<file path="src/rtl/mult_pkg.sv">
// mult_pkg: shared state, width and control types for the shift-add multiplier scheduler
package mult_pkg;
  localparam int N_BITS = 8;
  typedef enum logic [2:0] {S_IDLE, S_LOAD, S_TEST, S_ADD, S_SUB, S_SHIFT, S_DONE} state_t;
  typedef struct packed {
    logic clr_ld;
    logic add;
    logic sub;
    logic shift;
  } ctrl_t;
endpackage

</file>
<file path="src/rtl/rr_arbiter2.sv">
// rr_arbiter2: two-way arbiter; round-robin pointer when MULT_SCHED_RR_EN is defined,
// otherwise fixed priority to requester 0
module rr_arbiter2 (
  input  logic       i_clk,
  input  logic       i_rst,
  input  logic [1:0] i_req,
  input  logic       i_upd,
  output logic [1:0] o_gnt
);
`ifdef MULT_SCHED_RR_EN
  logic r_ptr;
  always_ff @(posedge i_clk)
    if (i_rst) r_ptr <= 1'b0;
    else if (i_upd && |o_gnt) r_ptr <= o_gnt[0];
  always_comb o_gnt = (i_req == 2'b11) ? (r_ptr ? 2'b10 : 2'b01) : i_req;
`else
  logic w_unused;
  assign w_unused = i_clk ^ i_rst ^ i_upd;
  assign o_gnt = i_req[0] ? 2'b01 : {i_req[1], 1'b0};
`endif
endmodule

</file>
<file path="src/rtl/mult_sched.sv">
// mult_sched: arbitrated, counter-driven sequencer for the shared shift-add signed multiplier.
// Define MULT_SCHED_RR_EN for round-robin arbitration (fixed priority otherwise).
module mult_sched
  import mult_pkg::*;
#(
  parameter int N = N_BITS
) (
  input  logic       i_clk,
  input  logic       i_rst,
  input  logic [1:0] i_req,
  input  logic       i_m,
  output logic [1:0] o_gnt,
  output logic       o_sel,
  output logic       o_clr_ld,
  output logic       o_add,
  output logic       o_sub,
  output logic       o_shift,
  output logic [1:0] o_done,
  output logic       o_busy
);
  localparam int CW = (N > 1) ? $clog2(N) : 1;
  state_t r_state, w_next;
  logic [CW-1:0] r_cnt;
  logic [1:0] r_gnt, w_arb;
  logic r_sel, w_last, w_live, w_start;
  ctrl_t w_ctrl;
  assign w_last = r_cnt == CW'(N - 1);
  assign w_live = r_state inside {S_LOAD, S_TEST, S_ADD, S_SUB, S_SHIFT};
  assign w_start = r_state == S_IDLE && |i_req;
  rr_arbiter2 u_arb (
    .i_clk(i_clk),
    .i_rst(i_rst),
    .i_req(i_req),
    .i_upd(w_start),
    .o_gnt(w_arb)
  );
  always_comb begin
    w_next = r_state;
    case (r_state)
      S_IDLE:  w_next = |i_req ? S_LOAD : S_IDLE;
      S_LOAD:  w_next = S_TEST;
      S_TEST:  w_next = i_m ? (w_last ? S_SUB : S_ADD) : S_SHIFT;
      S_ADD:   w_next = S_SHIFT;
      S_SUB:   w_next = S_SHIFT;
      S_SHIFT: w_next = w_last ? S_DONE : S_TEST;
      default: w_next = S_IDLE;
    endcase
    // losing the granted request mid-job abandons it without a done pulse
    if (w_live && !(|(i_req & r_gnt))) w_next = S_IDLE;
  end
  always_ff @(posedge i_clk) begin
    if (i_rst) begin
      r_state <= S_IDLE;
      r_cnt   <= '0;
      r_gnt   <= 2'b00;
      r_sel   <= 1'b0;
    end else begin
      r_state <= w_next;
      if (r_state == S_IDLE) r_cnt <= '0;
      if (r_state == S_SHIFT) r_cnt <= r_cnt + CW'(1);
      if (w_start) begin
        r_gnt <= w_arb;
        r_sel <= w_arb[1];
      end
      if (w_next == S_IDLE) r_gnt <= 2'b00;
    end
  end
  assign w_ctrl = '{clr_ld: r_state == S_LOAD, add: r_state == S_ADD,
                    sub: r_state == S_SUB, shift: r_state == S_SHIFT};
  assign o_clr_ld = w_ctrl.clr_ld;
  assign o_add    = w_ctrl.add;
  assign o_sub    = w_ctrl.sub;
  assign o_shift  = w_ctrl.shift;
  assign o_gnt    = r_gnt;
  assign o_sel    = r_sel;
  assign o_done   = (r_state == S_DONE) ? (r_sel ? 2'b10 : 2'b01) : 2'b00;
  assign o_busy   = r_state != S_IDLE;
endmodule

</file>
<file path="config.mk">
export PLATFORM = sky130hd
export DESIGN_NAME = mult_sched
export DESIGN_NICKNAME = d
export VERILOG_FILES = /design/src/rtl/mult_pkg.sv /design/src/rtl/rr_arbiter2.sv /design/src/rtl/mult_sched.sv
export SDC_FILE = /design/constraint.sdc
export NUM_CORES = 1
export LEC_CHECK = 0
export CAP_MARGIN = 20
export CORE_AREA = 4 4 41 43
export CTS_CLUSTER_DIAMETER = 100
export DETAILED_ROUTE_END_ITERATION = 8
export DIE_AREA = 0 0 45 47
export PLACE_DENSITY_LB_ADDON = 0.2
export SYNTH_ARGS = -nofsm -noshare
export SYNTH_HDL_FRONTEND = slang
export SYNTH_SLANG_ARGS = --single-unit
</file>
<file path="constraint.sdc">
create_clock -name i_clk -period 3.7 [get_ports i_clk]
set_input_delay 0.74 -clock i_clk [delete_from_list [all_inputs] [get_ports i_clk]]
set_output_delay 0.74 -clock i_clk [all_outputs]
set_load 0.02 [all_outputs]
</file>
**Word level (Yosys, flattened, before mapping)**

Index checks and enable logic that the tools add are counted.

- Flip-flop bits (word level): 9
- Bits in latches: 0
- Bits in writable memories: 0
- Bits in read-only memories: 0
- Bits of input ports: 5
- Word-level logic and storage cells: 36
- Memories: 0

- Add/sub/neg operators: 1
- Multiply operators: 0
- Div/mod/pow operators: 0
- Order comparisons: 0
- Equal/unequal tests: 7
- Shift-type cells: 0
- Mux-type cells: 11
- Bitwise gates (word level): 1
- Reduce and logical (&&, ||, !) cells: 12

Operators with widths:

| cell | number |
|---|---|
| $mux 3 | 6 |
| $pmux 3 s5 | 1 |
| $eq 3x3->1 const B | 4 |
| $reduce_or 2->1 | 4 |
| $eq 3x2->1 const B | 2 |
| $logic_not 3->1 | 2 |
| $mux 2 | 3 |
| $reduce_bool 5->1 | 1 |
| $add 3x1->3 const B | 1 |
| $eq 3x1->1 const B | 1 |
| $reduce_bool 3->1 | 1 |
| $and 2x2->2 | 1 |
| $logic_and 1x1->1 | 2 |
| $reduce_bool 2->1 | 1 |
| $logic_not 1->1 | 1 |
| $mux 1 | 1 |

**Logic depth before layout (Yosys ltp)**

Gate-level depths: netlist of the first run.

- Depth in word-level cells: 7
- Depth in mapped cells: 6
- Gate-level depth less buffers: 6

**Modules after synthesis**

From an unflattened synthesis of the first run, not the netlist that was laid out.

- Cell total of the unflattened synthesis: 63
- Area, all modules: 544.3 µm²

Modules (own cells, without submodules):

| module | times used | cells an instance | area an instance (µm²) |
|---|---|---|---|
| mult_sched | 1 | 61 | 523.0 |
| rr_arbiter2 | 1 | 2 | 21.3 |

**Worst setup path after synthesis of the first run**

No wires, ideal clock.

- Path type: register -> output
- Start: reg r_state[1]
- End: out o_done[1]
- Data arrival time: 1,177 ps
- Data required time: 2,960 ps
- Setup slack: 1,783 ps
- Cell stages (with the launch flop): 4
- Path through: dfxtp_1 > buf_2 > nand2_1 > nor3b_1

- Longest elaborated chain between the ends: 2

Ends and longest elaborated chain:

| what | line | text |
|---|---|---|
| from (decl) | mult_sched.sv:22 | `state_t r_state, w_next;` |
| from (signal assigned) | mult_sched.sv:58 | `r_state <= w_next;` |
| $eq 3x3->1 | mult_sched.sv:76 | `assign o_done = (r_state == S_DONE) ? (r_sel ? 2'b10 : 2'b01) : 2'b00;` |
| $mux 2 | mult_sched.sv:76 |  |
| to (decl) | mult_sched.sv:18 | `output logic [1:0] o_done,` |

Every way passes these cells.

**Worst setup path in the final report of the first run**

Same ends and word-level chain as after synthesis.

==> results of run 1 <==
## worst max path at each step
stage | endpoint | start | cells after the start
2_1_floorplan | o_done[1] | r_state[1] | 3
3_3_place_gp | o_shift | r_state[2] | 2
3_5_place_dp | o_gnt[1] | i_req[0] | 5
4_1_cts | o_shift | r_state[2] | 2
5_1_grt | o_done[1] | r_state[2] | 3
6_report | o_done[1] | r_state[1] | 3
## per-stage QoR
stage               worst slack (ns)  instances
detailed placement              1.39         83
CTS                             1.14         87
floorplan                       1.78         58
global route                    1.01         87
global placement                1.41         83
finish                          1.14         87
## critical path, stage by stage (launching register included)
cell and delay (ns):
dfxtp_1 0.60, nand2_1 0.13, nor3b_1 0.20, clkdlybuf4s50_1 0.63
## cell usage after synthesis (all sizes together) (2+ instances only)
cell type and number:
a21oi 3, a221oi 2, a22oi 4, buf 3, dfxtp 9, ha 2
inv 2, nand2 3, nand2b 3, nor2 8, nor3 2, nor3b 2
o22ai 2
## final cells by class
class / count / area [um^2]
flip-flops and latches: 9 / 180
clock buffers: 4 / 26.3
fillers: 127 / 614
repair buffers: 14 / 140
multi-input cells: 43 / 314
inverters: 2 / 7.51
well taps: 15 / 18.8
## flip-flops by register name, indices dropped and copies added, names as in the netlist
register / cells
r_cnt: 3
o_sel: 1
r_state: 3
o_gnt: 2
## cells by family (layout without fill, tap and decap cells)
group / count (synthesis) / in the layout
AO/OA/AOI/OAI: 17 / 17
multiplexers: 1 / 1
flip-flops: 9 / 9
adder cells (fa/ha/maj): 2 / 2
buffers and inverters: 6 / 20
AND/OR/NAND/NOR: 23 / 23
## routing by layer
layer	GRT usage, %	vias to the layer above	wire (um)
met3	3.83	2	72
met2	16.4	15	463
met1	17.0	202	539
met4	7.02	0	12
li1	-	240	-
met5	0	-	0
## power by group through the flow
stage | combinational (mW) | clock (mW) | sequential, mW
floorplan | 0.0353 | 0 | 0.110
global placement | 0.0571 | 0 | 0.111
detailed placement | 0.0567 | 0 | 0.111
CTS | 0.0571 | 0.0786 | 0.109
global route | 0.0620 | 0.0847 | 0.110
finish | 0.0565 | 0.0770 | 0.109
==> impl_metrics.yaml, run 1 <==
outcome:
  outcome: "finished clean"
timing:
  period_share_pct: 69.2
  rsz0062_at_grt: "no"
  fin_tns_setup_ns: 0
  drv_slew: 0
  min_period_ns: 2.56
  finClkSkew_ns: 0.00335
  finalSetupViolCount: 0
  finalHoldViolations: 0
  hold_ws_ns: 0.507
  tightest_slew_ns: 0.452
  max_freq_mhz: 390
  slew_headroom_pct: 69.8
cts:
  clock_latency_ns: 0.26
  cts-buffers-inserted: 3
  cts_tree: "done"
  holdBufCountCts: 0
  clock-sinks: 9
  clkSlewWorstSetupHoldPaths_ns: 0.06
  cts_root_buf: "clkbuf_4"
  cts_resized: 0
  clk_path_buf_depth: 2
  htreeDepth: 1
  post_cts_buffers: 0
power:
  swShare_pct: 29.6
  p_clk_share_pct: 31.8
  pwr_density_cell_nw_per_um2: 353
  p_switching_mw: 0.0718
  peakVddDrop_mv: 0.252
  pwr-share-seq_pct: 44.9
  power_mw: 0.242
  p_leak_nw: 0.264
  p_comb_share_pct: 23.3
  p_int_mw: 0.170
logic_synthesis:
  synthDominantCellAreaShare_pct: 34.6
  synthXorXnorAreaFrac_pct: 0
  synth.net_count: 65
  ys_seq_area_share_pct: 34.6
  synthMuxAreaShare_pct: 1.92
  synth-seq-cells: 9
  synth_compound_area_share_pct: 28.4
  syn_area_per_cell_um2: 8.97
  synth_edf_count: 0
  synth_top_family_by_area: "compound AO/OA/AOI/OAI gates"
  synthDistinctLibCells: 29
  ys_warn_count: 0
  synth-simple-area-share_pct: 25.2
  synth_top_flop_cell: "dfxtp_1"
  syn_inst: 58
  synth_area_leader_cell: "dfxtp_1"
  synth_area_leaders: "dfxtp_1 (35%), a22oi_1 (5.8%), nor2_1 (5.8%)"
  netlist_area_um2: 520
  synth_fa_ha_area_share_pct: 4.81
  ys_async_sr_fraction_pct: 0
worst_setup_path:
  ff2ff_path_depth: 5
  rrSetupSlack_ns: 1.97
  worstPathArrival_ns: 1.82
  crit_path_max_fanout: 12
  reg2reg_to: "o_gnt[1]"
  end_kind: "output port"
  cp.required_ns: 2.96
  cp-start-kind: "flip-flop"
  reg2reg_from: "r_state[1]"
  critical_path_class: "reg2out"
floorplan:
  initial_core_util_pct: 40.0
  ioPinCount: 15
  die_w_um: 45
  die_area_um2: 2120
  core.rowCount: 13
  die_h_um: 47
  core-area_um2: 1300
routing:
  vias_per_cell: 5.28
  drt_wl_total_um: 1090
  post_drt_wl_per_cell_um: 12.5
  drc: 0
  first_iter_violations: 12
  firstDrtPassIters: 4
  ant_nets: 0
  vias: 459
grt:
  grt_antenna_before_repair: 0
  grt.overflow.total: 0
  grt_use_total_pct: 12.2
  grt_pass1_vias: 416
  grt_max_degree: 13
  grt_pass1_wl_um: 1840
run:
  max_cap_viol_count: 0
placed_design:
  dp_hpwl_um: 797
  place_congestion: 0.769
  port_buffers: 14
  placed_area_um2: 661
final_layout:
  diodes: 0
  stdcell_area_um2: 687
  nNetsFinal: 80
  finalCoreUtilization_pct: 52.8
  final_common_cell: "clkdlybuf4s50_1"
  syn_to_final_growth_pct: 32.0
  layout_common_cells: "clkdlybuf4s50_1 (14), dfxtp_1 (9), nor2_1 (8)"
  final_layout_size_suffix_gt1_share_pct: 9.72
hold_path:
  hold_class: "reg2reg"
  whs_path_depth: 2
  hp-start: "r_cnt[2]"
  holdPathEnd: "r_cnt[2]"
Power figures use the tool's default switching activity.
==> inputs of run 2 (changes only) <==
--- a/config.mk
+++ b/config.mk
@@ -6,10 +6,10 @@
 export NUM_CORES = 1
 export LEC_CHECK = 0
 export CAP_MARGIN = 20
-export CORE_AREA = 4 4 41 43
+export CORE_MARGIN = 4
+export CORE_UTILIZATION = 40
 export CTS_CLUSTER_DIAMETER = 100
 export DETAILED_ROUTE_END_ITERATION = 8
-export DIE_AREA = 0 0 45 47
 export PLACE_DENSITY_LB_ADDON = 0.2
 export SYNTH_ARGS = -nofsm -noshare
 export SYNTH_HDL_FRONTEND = slang
==> constraint.sdc (replaced) <==
create_clock -name i_clk -period 2.25 [get_ports i_clk]
set_input_delay 0.45 -clock i_clk [delete_from_list [all_inputs] [get_ports i_clk]]
set_output_delay 0.45 -clock i_clk [all_outputs]
set_load 0.02 [all_outputs]
==> impl_metrics.yaml, run 2 (synthesis gave the netlist of run 1 again) <==
worst_setup_path:
  end_kind: "output port"
  worstPathArrival_ns: 1.66
  cp-startpoint: "r_state[1]"
  rrSetupSlack_ns: 0.53
  slowest_delay_ns: 0.63
  ff2ff_path_depth: 6
  critPathTopFamily: "buffers and inverters"
  cp-start-kind: "flip-flop"
  crit_path_max_fanout: 12
  reg2reg_from: "r_cnt[0]"
  reg2reg_to: "o_gnt[0]"
  cp.required_ns: 1.80
  crit_buf_inv: 1
  path_cells: "nand2_1 -> nor3b_1 -> clkdlybuf4s50_1"
  critical_path_class: "reg2out"
  critPathSlowestCell: "clkdlybuf4s50_1"
timing:
  tightest_slew_ns: 0.374
  max_freq_mhz: 475
  finalHoldViolations: 0
  rsz0062_at_grt: "no"
  finClkSkew_ns: 0.00147
  finalSetupViolCount: 0
  fin_tns_setup_ns: 0
  period_share_pct: 93.6
  min_period_ns: 2.11
  slew_headroom_pct: 75.1
  layout_setup_ws_ns: 0.143
  drv_slew: 0
cts:
  holdBufCountCts: 0
  clkSlewWorstSetupHoldPaths_ns: 0.06
  clock_latency_ns: 0.25
  cts_root_buf: "clkbuf_4"
  cts-buffers-inserted: 3
  htreeDepth: 1
  clk_path_buf_depth: 2
  post_cts_buffers: 0
  cts_tree: "done"
  clock-sinks: 9
  cts_resized: 2
hold_path:
  hp-start: "r_cnt[1]"
  holdPathEnd: "r_cnt[1]"
  whs_path_depth: 2
  hold_class: "reg2reg"
placed_design:
  place_ws_ns: 0.217
  place_inst: 84
  dp_hpwl_um: 872
  port_buffers: 14
  place_congestion: 0.777
power:
  pwr_density_cell_nw_per_um2: 566
  peakVddDrop_mv: 0.413
  p_leak_nw: 0.275
routing:
  drc: 0
  post_drt_wl_per_cell_um: 12.5
  ant_nets: 0
  first_iter_violations: 3
  drt_wl_total_um: 1100
  firstDrtPassIters: 2
  vias_per_cell: 5.16
  vias: 454
floorplan:
  die_area_um2: 1940
  initial_core_util_pct: 44.4
  core-area_um2: 1170
  core.rowCount: 12
  die_h_um: 44.1
  die_w_um: 44.1
  ioPinCount: 15
final_layout:
  layout_common_cells: "clkdlybuf4s50_1 (14), nor2_1 (8), dfxtp_1 (7)"
  nNetsFinal: 82
  syn_to_final_growth_pct: 35.1
  final_layout_size_suffix_gt1_share_pct: 14.9
  instances_no_fill: 88
  final_common_cell: "clkdlybuf4s50_1"
  diodes: 0
grt:
  grt_antenna_before_repair: 0
  grt.overflow.total: 0
  grt_pass1_wl_um: 1930
  grt_max_degree: 13
  grt_use_total_pct: 13.3
  grt_pass1_vias: 445
run:
  max_cap_viol_count: 0
outcome:
  outcome: "finished clean"
## run 2: changes by cell type in the layout (fill, tap and decap cells not counted)
cell / delta
dfxtp_2: +2
dfxtp_1: -2
buf_4: +2
## run 2: worst max-delay path by stage
stage	end	slack, ns	cells past startpoint
detailed placement	o_done[1]	0.22	3
finish	o_done[1]	0.14	3
floorplan	o_done[1]	0.62	3
global placement	o_done[1]	0.28	3
CTS	o_done[1]	0.12	3
global route	o_done[1]	0.04	3
## run 2: layout make-up
class / count / area [um^2]
Fill cell: 106 / 468
Multi-Input combinational cell: 43 / 314
Sequential cell: 9 / 183
Timing Repair Buffer: 16 / 155
Clock buffer: 4 / 26.3
Tap cell: 14 / 17.5
Inverter: 2 / 7.51
## run 2: per-layer routing
| layer | wire length, um | track usage [%] | up-vias |
|---|---|---|---|
| met4 | 6 | 5.42 | 0 |
| met1 | 568 | 19.7 | 197 |
| met5 | 0 | 0 | - |
| li1 | - | - | 246 |
| met2 | 474 | 17.7 | 9 |
| met3 | 49 | 3.66 | 2 |
## run 2: tightest hold or removal path: stages (launching register included)
cell,delay [ns]
dfxtp_1,0.33
a22oi_1,0.06
nor2_1,0.08
## run 2: power by group
group | total [mW] | internal (mW) | switching (mW) | leakage [nW]
clock network | 0.120 | 0.0681 | 0.0524 | 0.0150
logic | 0.0976 | 0.0486 | 0.0490 | 0.186
registers | 0.180 | 0.167 | 0.0124 | 0.0739
total | 0.398 | 0.284 | 0.114 | 0.275
## run 2: per-stage QoR
step	area (um^2)	hold slack, ns	utilization [%]	power, mW
floorplan	520	0.470	-	0.239
global placement	674	0.487	57.6	0.279
detailed placement	674	0.504	57.6	0.280
CTS	703	0.519	60.0	0.404
global route	703	0.587	60.0	0.423
finish	703	0.505	60.0	0.398
==> inputs of run 3 (changes only) <==
--- a/config.mk
+++ b/config.mk
@@ -6,10 +6,11 @@
 export NUM_CORES = 1
 export LEC_CHECK = 0
 export CAP_MARGIN = 20
-export CORE_MARGIN = 4
-export CORE_UTILIZATION = 40
+export CORE_AREA = 4 4 41 43
 export CTS_CLUSTER_DIAMETER = 100
 export DETAILED_ROUTE_END_ITERATION = 8
+export DIE_AREA = 0 0 45 47
+export DONT_BUFFER_PORTS = 1
 export PLACE_DENSITY_LB_ADDON = 0.2
 export SYNTH_ARGS = -nofsm -noshare
 export SYNTH_HDL_FRONTEND = slang
==> impl_metrics.yaml, run 3 (synthesis gave the netlist of run 1 again) <==
outcome:
  outcome: "finished clean"
timing:
  period_share_pct: 81.0
  min_period_ns: 1.82
  drv_slew: 0
  rsz0062_at_grt: "no"
  max_freq_mhz: 549
  slew_headroom_pct: 68.4
  fin_tns_setup_ns: 0
  tightest_slew_ns: 0.473
  finalSetupViolCount: 0
  finClkSkew_ns: 0.00215
  finalHoldViolations: 0
  layout_setup_ws_ns: 0.427
cts:
  clock_latency_ns: 0.26
  holdBufCountCts: 0
  clkSlewWorstSetupHoldPaths_ns: 0.06
  post_cts_buffers: 0
  htreeDepth: 1
  cts_resized: 0
  cts_root_buf: "clkbuf_4"
  clock-sinks: 9
  clk_path_buf_depth: 2
  cts_tree: "done"
  cts-buffers-inserted: 3
final_layout:
  final_layout_size_suffix_gt1_share_pct: 15.0
  syn_to_final_growth_pct: 7.93
  nNetsFinal: 68
  final_common_cell: "dfxtp_1"
  layout_common_cells: "dfxtp_1 (9), nor2_1 (8), a22oi_1 (4)"
  diodes: 0
floorplan:
  ioPinCount: 15
  die_area_um2: 2120
  die_h_um: 47
  core-area_um2: 1300
  die_w_um: 45
  core.rowCount: 13
  initial_core_util_pct: 40.0
worst_setup_path:
  critical_path_depth: 3
  slowest_delay_ns: 0.61
  endpoint: "o_done[1]"
  path_cells: "nand2_1 -> nor3b_1 -> buf_4"
  crit_buf_inv: 1
  end_kind: "output port"
  reg2reg_to: "o_gnt[1]"
  crit_path_max_fanout: 11
  critPathTopFamily: "flip-flops"
  critical_path_class: "reg2out"
  critPathSlowestCell: "dfxtp_1"
  cp.required_ns: 1.80
  ff2ff_path_depth: 5
  cp-startpoint: "r_state[2]"
  reg2reg_from: "r_state[1]"
  rrSetupSlack_ns: 0.46
  worstPathArrival_ns: 1.37
  cp-start-kind: "flip-flop"
power:
  power_mw: 0.365
  p_leak_nw: 0.225
  pwr_density_cell_nw_per_um2: 649
  peakVddDrop_mv: 0.263
routing:
  vias: 415
  firstDrtPassIters: 5
  ant_nets: 0
  first_iter_violations: 15
  drt_wl_total_um: 1090
  drc: 0
  vias_per_cell: 5.53
  post_drt_wl_per_cell_um: 14.5
hold_path:
  hold_class: "in2reg"
  whs_path_depth: 1
placed_design:
  place_congestion: 0.778
  place_ws_ns: 0.482
  dp_hpwl_um: 822
  port_buffers: 0
grt:
  grt_use_total_pct: 12.1
  grt_max_degree: 13
  grt_antenna_before_repair: 0
  grt_pass1_wl_um: 1790
  grt.overflow.total: 0
  grt_pass1_vias: 399
run:
  max_cap_viol_count: 0
-- run 3: worst min-delay path by stage --
stage,from,end,slack (ns)
after floorplan,r_cnt[1],r_cnt[1],0.47
after global placement,r_cnt[2],r_cnt[2],0.49
after detailed placement,r_cnt[2],r_cnt[2],0.49
after CTS,i_rst,r_cnt[2],0.25
after global routing,i_rst,r_cnt[2],0.24
final,i_rst,r_cnt[0],0.26
-- run 3: area by class of cell --
| cell class | count | area [um^2] |
|---|---|---|
| clock buffer | 4 | 26.3 |
| fill | 142 | 739 |
| inverter | 2 | 7.51 |
| multi-input combinational | 43 | 314 |
| sequential | 9 | 180 |
| tap | 15 | 18.8 |
| timing repair buffer | 2 | 15.0 |
-- run 3: metrics by stage --
step / hold slack, ns / instances / utilization, % / area [um^2]
finish: 0.255 / 75 / 43.2 / 562
global route: 0.244 / 75 / 43.2 / 562
CTS: 0.246 / 75 / 43.2 / 562
detailed placement: 0.494 / 71 / 41.2 / 536
global placement: 0.493 / 71 / 41.2 / 536
floorplan: 0.470 / 58 / - / 520
-- run 3: routing by layer --
layer	share of wire [%]	track usage [%]	vias to the layer above
met1	51	17.1	181
met5	0	0	-
met4	1.3	8.77	0
met2	38	15.0	14
li1	-	-	218
met3	8.9	3.83	2
-- run 3: where the power goes --
part	switching [mW]	internal, mW	leakage (nW)
sequential	0.0182	0.167	0.0732
combinational	0.0344	0.0241	0.136
clock	0.0532	0.0681	0.0150
total	0.106	0.259	0.225
